## config.mk

```make
export PLATFORM = sky130hd
export DESIGN_NAME = peak_window_tracker
export DESIGN_NICKNAME = d
export VERILOG_FILES = /design/src/rtl/peak_window_tracker.sv
export SDC_FILE = /design/constraint.sdc
export NUM_CORES = 1
export LEC_CHECK = 0
export ABC_AREA = 1
export CORE_AREA = 3 3 80 82
export CTS_BUF_LIST = sky130_fd_sc_hd__clkbuf_4 sky130_fd_sc_hd__clkbuf_8
export DETAILED_ROUTE_END_ITERATION = 8
export DIE_AREA = 0 0 83 85
export GPL_TIMING_DRIVEN = 0
export PLACE_DENSITY = 0.81
export SYNTH_ARGS = -nofsm -noshare
export SYNTH_HDL_FRONTEND = slang
export SYNTH_HIERARCHICAL = 1
export SYNTH_SLANG_ARGS = --single-unit
```

## constraint.sdc

```tcl
create_clock -name clock -period 5.59 [get_ports clock]
set_input_delay 1.118 -clock clock [delete_from_list [all_inputs] [get_ports clock]]
set_output_delay 1.118 -clock clock [all_outputs]
set_load 0.02 [all_outputs]
```

## src/rtl/peak_window_tracker.sv

```systemverilog
// Windowed peak/valley tracker: max, min and count over up to WINDOW_LEN samples.
// Define SIGNED_COMPARE_EN for two's-complement comparison; unsigned otherwise.
module mag_compare8 (
    input  logic [7:0] a,
    input  logic [7:0] b,
    output logic       gt,
    output logic       lt
);
    assign gt = a > b;
    assign lt = a < b;
endmodule

module peak_window_tracker #(
    parameter int WINDOW_LEN = 8
) (
    input  logic       clock,
    input  logic       nReset,
    input  logic [7:0] sampleIn,
    input  logic       sampleValid,
    output logic       sampleReady,
    input  logic       flush,
    output logic [7:0] maxOut,
    output logic [7:0] minOut,
    output logic [7:0] resultCount,
    output logic       resultValid,
    input  logic       resultReady
);
    typedef enum logic [1:0] {
        EMPTY = 2'd0,
        ACCUM = 2'd1,
        HOLD  = 2'd2
    } state_t;

    localparam logic [7:0] LastCount = 8'(WINDOW_LEN);

    state_t     state;
    state_t     stateNext;
    logic [7:0] runMax;
    logic [7:0] runMin;
    logic [7:0] count;
    logic [7:0] runMaxNext;
    logic [7:0] runMinNext;
    logic [7:0] countNext;
    logic [7:0] maxOutNext;
    logic [7:0] minOutNext;
    logic [7:0] resultCountNext;
    logic       resultValidNext;
    logic       closeWin;
    logic       accept;

    logic [7:0] opSample;
    logic [7:0] opMax;
    logic [7:0] opMin;
    logic       gtMax;
    logic       ltMin;
    logic       unusedMaxLt;
    logic       unusedMinGt;

`ifdef SIGNED_COMPARE_EN
    // Flipping the MSB maps two's complement onto an unsigned order.
    assign opSample = {~sampleIn[7], sampleIn[6:0]};
    assign opMax    = {~runMax[7], runMax[6:0]};
    assign opMin    = {~runMin[7], runMin[6:0]};
`else
    assign opSample = sampleIn;
    assign opMax    = runMax;
    assign opMin    = runMin;
`endif

    mag_compare8 cmpMax (
        .a  (opSample),
        .b  (opMax),
        .gt (gtMax),
        .lt (unusedMaxLt)
    );

    mag_compare8 cmpMin (
        .a  (opSample),
        .b  (opMin),
        .gt (unusedMinGt),
        .lt (ltMin)
    );

    assign sampleReady = (state != HOLD);
    assign accept      = sampleValid && sampleReady;

    always_comb begin
        stateNext       = state;
        runMaxNext      = runMax;
        runMinNext      = runMin;
        countNext       = count;
        maxOutNext      = maxOut;
        minOutNext      = minOut;
        resultCountNext = resultCount;
        resultValidNext = resultValid;
        closeWin        = 1'b0;
        unique case (state)
            EMPTY: begin
                if (accept) begin
                    runMaxNext = sampleIn;
                    runMinNext = sampleIn;
                    countNext  = 8'd1;
                    stateNext  = ACCUM;
                    closeWin   = flush;
                end
            end
            ACCUM: begin
                if (accept) begin
                    if (gtMax) runMaxNext = sampleIn;
                    if (ltMin) runMinNext = sampleIn;
                    countNext = count + 8'd1;
                end
                closeWin = flush || (accept && (count + 8'd1) == LastCount);
            end
            HOLD: begin
                if (resultReady) begin
                    stateNext       = EMPTY;
                    resultValidNext = 1'b0;
                    countNext       = 8'd0;
                end
            end
            default: stateNext = EMPTY;
        endcase
        // Results capture the running values including this cycle's sample.
        if (closeWin) begin
            stateNext       = HOLD;
            maxOutNext      = runMaxNext;
            minOutNext      = runMinNext;
            resultCountNext = countNext;
            resultValidNext = 1'b1;
        end
    end

    always_ff @(posedge clock or negedge nReset) begin
        if (!nReset) begin
            state       <= EMPTY;
            runMax      <= 8'd0;
            runMin      <= 8'd0;
            count       <= 8'd0;
            maxOut      <= 8'd0;
            minOut      <= 8'd0;
            resultCount <= 8'd0;
            resultValid <= 1'b0;
        end else begin
            state       <= stateNext;
            runMax      <= runMaxNext;
            runMin      <= runMinNext;
            count       <= countNext;
            maxOut      <= maxOutNext;
            minOut      <= minOutNext;
            resultCount <= resultCountNext;
            resultValid <= resultValidNext;
        end
    end
endmodule

```

==> Word-level counts from Yosys, hierarchy flattened <==
Index checks and enable logic that the tools add are counted.
{ "totals": {"word_cells": 47, "regBits": 51, "in_bits": 13, "output_inout_bits": 26} }
{ "classes": {"mux": 21, "reduce_logical": 8, "n_addsub": 1, "eq_ne": 7, "order_cmp": 2} }
{ "op_table": {"columns": ["op", "count"], "rows": [
  ["8-bit two-way mux", 9],
  ["8-bit one-hot mux with 2 select lines", 2],
  ["8-bit one-hot mux with 3 select lines", 1],
  ["8-bit by 1-bit adder with 8-bit output (second input constant)", 1],
  ["8-bit by 4-bit equality test with 1-bit output (second input constant)", 1],
  ["8-bit greater-than comparator", 1],
  ["8-bit less-than comparator", 1],
  ["2-bit two-way mux", 3],
  ["3-bit inequality test (second input constant)", 2],
  ["2-bit one-hot mux with 3 select lines", 1],
  ["1-bit two-way mux", 4],
  ["2-bit inequality test (second input constant)", 2],
  ["2-bit nonzero test", 2],
  ["3-bit AND reduction", 1],
  ["2-bit by 1-bit equality test with 1-bit output (second input constant)", 1],
  ["2-bit equality test (second input constant)", 1],
  ["1-bit logical AND", 2],
  ["2-bit zero test", 1],
  ["1-bit one-hot mux with 2 select lines", 1],
  ["2-bit AND reduction", 1],
  ["1-bit logical OR", 1]
]} }

==> Depth between registers and ports, before layout <==
{ "depth": {"ltp_word": 7, "depth_mapped": 17, "mapped_depth_nobuf": 16} }

==> Modules after synthesis <==
Netlist, hierarchy kept.
{ "by_module_without_submodules": {"columns": ["module", "area_each_um2", "seq_area_each_um2", "n_inst", "cells_each"], "rows": [
  ["peak_window_tracker", 2641.3, 1276.2, 1, 333],
  ["mag_compare8", 226.5, 0.0, 2, 38]
]} }

==> Worst setup path before layout <==
OpenSTA, ideal clock, no wires.
{ "synth_timing": {"kind": "input to register", "from": "input sampleIn[7]", "to": "register minOut[1]", "arrival_time_ns": 2.512, "setup_time_ns": 0.066, "path_buffers": 1, "stages": 11, "t_required_ns": 5.524, "setup_slack_ns": 3.012, "cell_sequence": "ha_1 > a21o_1 > nor2_1 > and2_1 > inv_1 > nor2_1 > buf_4 > o21ai_0 > o21ai_0 > nand2_1 > nand2_1"} }
{ "synth_via": {"elab_chain_len": 4} }
{ "synth_rtl": {"columns": ["item", "line", "rtl"], "rows": [
  ["from (decl)", "18", "input logic [7:0] sampleIn,"],
  ["8-bit less-than comparator", "10", "assign lt = a < b;"],
  ["named net ltMin", "55", "logic ltMin;"],
  ["8-bit two-way mux", "110", "if (ltMin) runMinNext = sampleIn;"],
  ["8-bit two-way mux", "108", "if (accept) begin"],
  ["8-bit one-hot mux with 2 select lines", "97", "unique case (state)"],
  ["named net runMinNext[1]", "42", "logic [7:0] runMinNext;"],
  ["to (signal assigned)", "150", "minOut <= minOutNext;"],
  ["to (decl)", "23", "output logic [7:0] minOut,"]
]} }
The timed path passes the listed nets, and every way through them passes these cells.
A chain may end at the register's enable or synchronous reset.

==> Final worst setup path <==
{ "layout_timing": {"from": "input sampleIn[6]", "to": "register minOut[6]"} }
The elaborated chain is that of the path after synthesis.

==> metrics.md <==
| Metric | Value |
|---|---|
| Reg2reg path depth | `12` |
| FP Rows | `28` |
| Max-slew violation count | `0` |
| Worst Tran Pin Value | `0.540 ns` |
| Syn Area/Cell | `roughly 7.6 um2` |
| Cell family with most CP delay | `buffers and inverters` |
| Via count | `roughly 2.9k` |
| First-pass GRT wire length | `about 13000 um` |
| Critical-path top delay cell | `clkdlybuf4s50_1` |
| Hold Crit Depth | `2` |
| GRT Total Usage | `between 20% and 30%` |
| Slew Limit Headroom | `around 64%` |
| Largest net degree at the start of global routing | `a little over 40` |
| Crit path launch type | `input pin` |
| Reg clk slew, reported paths | `roughly 0.1 ns` |
| CTS Buffer Depth | `2` |
| Layout cell share with drive strength beyond 1 | `8.20%` |
| Fmax | `roughly 320 MHz` |
| Die X | `83 um` |
| Avg WL per Cell | `between 10 and 15 um` |
| WP data arrival | `around 3.4 ns` |
| Worst-Skew Late Latency | `between 0.3 and 0.4 ns` |
| Crit Path Class | `in -> reg` |
| Initial antenna violation count | `0` |
| Critical Path End Type | `register` |
| Number of global-route vias before repair | `roughly 2.8k` |
| DR vias/cell | `~5.5` |
| Ys Warns | `6` |
| Fin. Hold Viols | `0` |
| Hold Crit Class | `reg -> reg` |
| Remaining DRCs | `0` |
| Nets@finish | `481` |
| DRT Wirelength | `approximately 7800 um` |
| Critical-path maximum fanout | `10` |
| I/O Buffers | `37` |
| Total grt overflow | `0` |
| Layout overhead on the synthesized area | `19.3%` |
| Post-CTS Hold Buffers | `0` |
| Power per standard cell area | `roughly 470 nW/um2` |
| Final cycle utilization of the critical path | `56.6%` |
| Crit path buf inv count | `3` |
| Crit path top cell by count | `nand2_1` |
| Die area | `7060 um2` |
| Initial DRT Pass Iterations | `5` |
| RSZ-0062 raised after global routing | `false` |
| Area of the core | `around 5800 um2` |
| Crit path largest cell delay | `about 0.55 ns` |
| Lkg Pwr | `1.93 nW` |
| Clk root buf | `clkbuf_8` |
| IO Count | `39` |
| Synth Instances | `between 400 and 500` |
| R2r setup slk | `about 3.4 ns` |
| Clock H-tree levels | `2` |
| Netlist Area Pre-Place | `3070 um2` |
| Initial core utilization | `between 50% and 60%` |
| Die Ht | `roughly 85 um` |
| FILL cells | `roughly 530` |
| Clk sink count | `51` |
| Resize count post-CTS | `0` |
| Post-Route Skew | `around 0.011 ns` |
| DP Area | `approximately 3600 um2` |
| Post-route setup TNS | `0 ns` |
| RR Startpoint | `opMin[7]` |
| Min-delay src | `resultValid` |
| Peak supply drop | `~0.00027 V` |
| Net Count, Synth | `between 400 and 500` |
| Post-CTS setup buffer count | `0` |
| Final ANT Viol Nets | `0` |
| Dpl hpwl | `5730 um` |
| Status | `finished clean` |
| CP Data Required Time | `5.80 ns` |
| Final setup fails | `0` |
| CTS Buf Count | `5` |
| MaxCap Viol Count | `0` |
| Final Instance Area | `about 3700 um2` |
| GPL Wtd Cong | `between 0.9 and 1` |
| TritonCTS clock tree | `built` |
| Worst r2r dst | `minOut[7]` |
| Initial drt markers | `366` |
| Crit path time final | `approximately 3.2 ns` |
| Crit-path cells | `clkdlybuf4s50_1, ha_1, nand2_1, a21oi_1, nor2_1, and2_1, inv_1, nor2_1, buf_4, o21ai_0, o21ai_1, nand2_1, nand2_1` |
| ANT cells | `0` |
| Worst hold endpoint | `resultValid` |
-- registers in the layout, indices dropped and copies added (netlist names) --
| signal | cells |
|---|---|
| count | 8 |
| maxOut | 8 |
| minOut | 8 |
| opMax | 8 |
| opMin | 8 |
| resultCount | 8 |
| state | 2 |
| resultValid | 1 |
-- cells in the final DEF (no fill, tap or decap), types with 2 or more instances in the layout --
cell type,instances
a21o_1,2
a21oi_1,12
buf_2,5
buf_4,5
buf_6,2
clkbuf_1,2
clkbuf_8,5
clkdlybuf4s50_1,36
dfrtp_1,51
ha_1,18
inv_1,61
inv_2,4
nand2_1,122
nand2_2,2
nand2_4,2
nand3_1,34
nor2_1,13
nor2_2,4
nor3_1,7
o211ai_1,8
o21ai_0,20
o21ai_1,3
o22ai_1,15
-- per-layer routing --
layer / vias up / share of wire (%) / GRT usage (%)
met5: - / 0 / 0
met4: 0 / 1.7 / 7.88
met3: 13 / 6.8 / 3.69
met2: 140 / 46 / 37.8
met1: 1329 / 45 / 31.4
li1: 1400 / - / -
-- worst max path at each step --
| stage | endpoint | from | depth (start not counted) | slack, ns |
|---|---|---|---|---|
| 2_1_floorplan | maxOut[1] | sampleIn[7] | 13 | 3.04 |
| 3_3_place_gp | maxOut[3] | nReset | 1 | 1.94 |
| 3_5_place_dp | maxOut[4] | sampleIn[6] | 14 | 2.19 |
| 4_1_cts | maxOut[1] | sampleIn[6] | 14 | 2.48 |
| 5_1_grt | minOut[7] | sampleIn[3] | 13 | 2.28 |
| 6_report | minOut[6] | sampleIn[6] | 13 | 2.43 |
-- worst register-to-register path, stage by stage, from the launching register on --
cell,delay (ns)
dfrtp_1,0.41
inv_1,0.06
ha_1,0.29
a21o_1,0.18
nor2_1,0.09
and2_1,0.12
inv_1,0.12
nor2_1,0.16
buf_4,0.19
o21ai_0,0.08
o21ai_0,0.32
nand2_1,0.10
nand2_1,0.07
-- where the power goes --
part / total [mW] / leakage [nW] / switching, mW / internal (mW)
combinational: 0.832 / 1.21 / 0.499 / 0.333
clock: 0.263 / 0.0581 / 0.129 / 0.133
sequential: 0.619 / 0.660 / 0.118 / 0.500
total: 1.71 / 1.93 / 0.746 / 0.967
-- through the flow --
step	hold WS [ns]	util [%]	power, mW	setup slack [ns]	instances
4_1_cts	0.494	63.0	1.71	2.48	526
5_1_grt	0.544	63.0	1.85	2.28	526
3_3_place_gp	0.471	60.8	1.41	1.94	517
6_report	0.498	63.0	1.71	2.43	526
2_1_floorplan	0.468	-	1.13	3.04	405
3_5_place_dp	0.472	61.1	1.44	2.19	518
-- cell type report --
type / count / area [um2] / area share (%)
Multi-Input combinational cell: 274 / 1460 / 39.8
Sequential cell: 51 / 1280 / 34.8
Timing Repair Buffer: 38 / 385 / 10.5
Inverter: 66 / 248 / 6.76
Tap cell: 75 / 93.8 / 2.56
Buffer: 14 / 91.3 / 2.49
Clock buffer: 5 / 68.8 / 1.88
Clock inverter: 3 / 43.8 / 1.19
(Power assumes the default switching activity.)
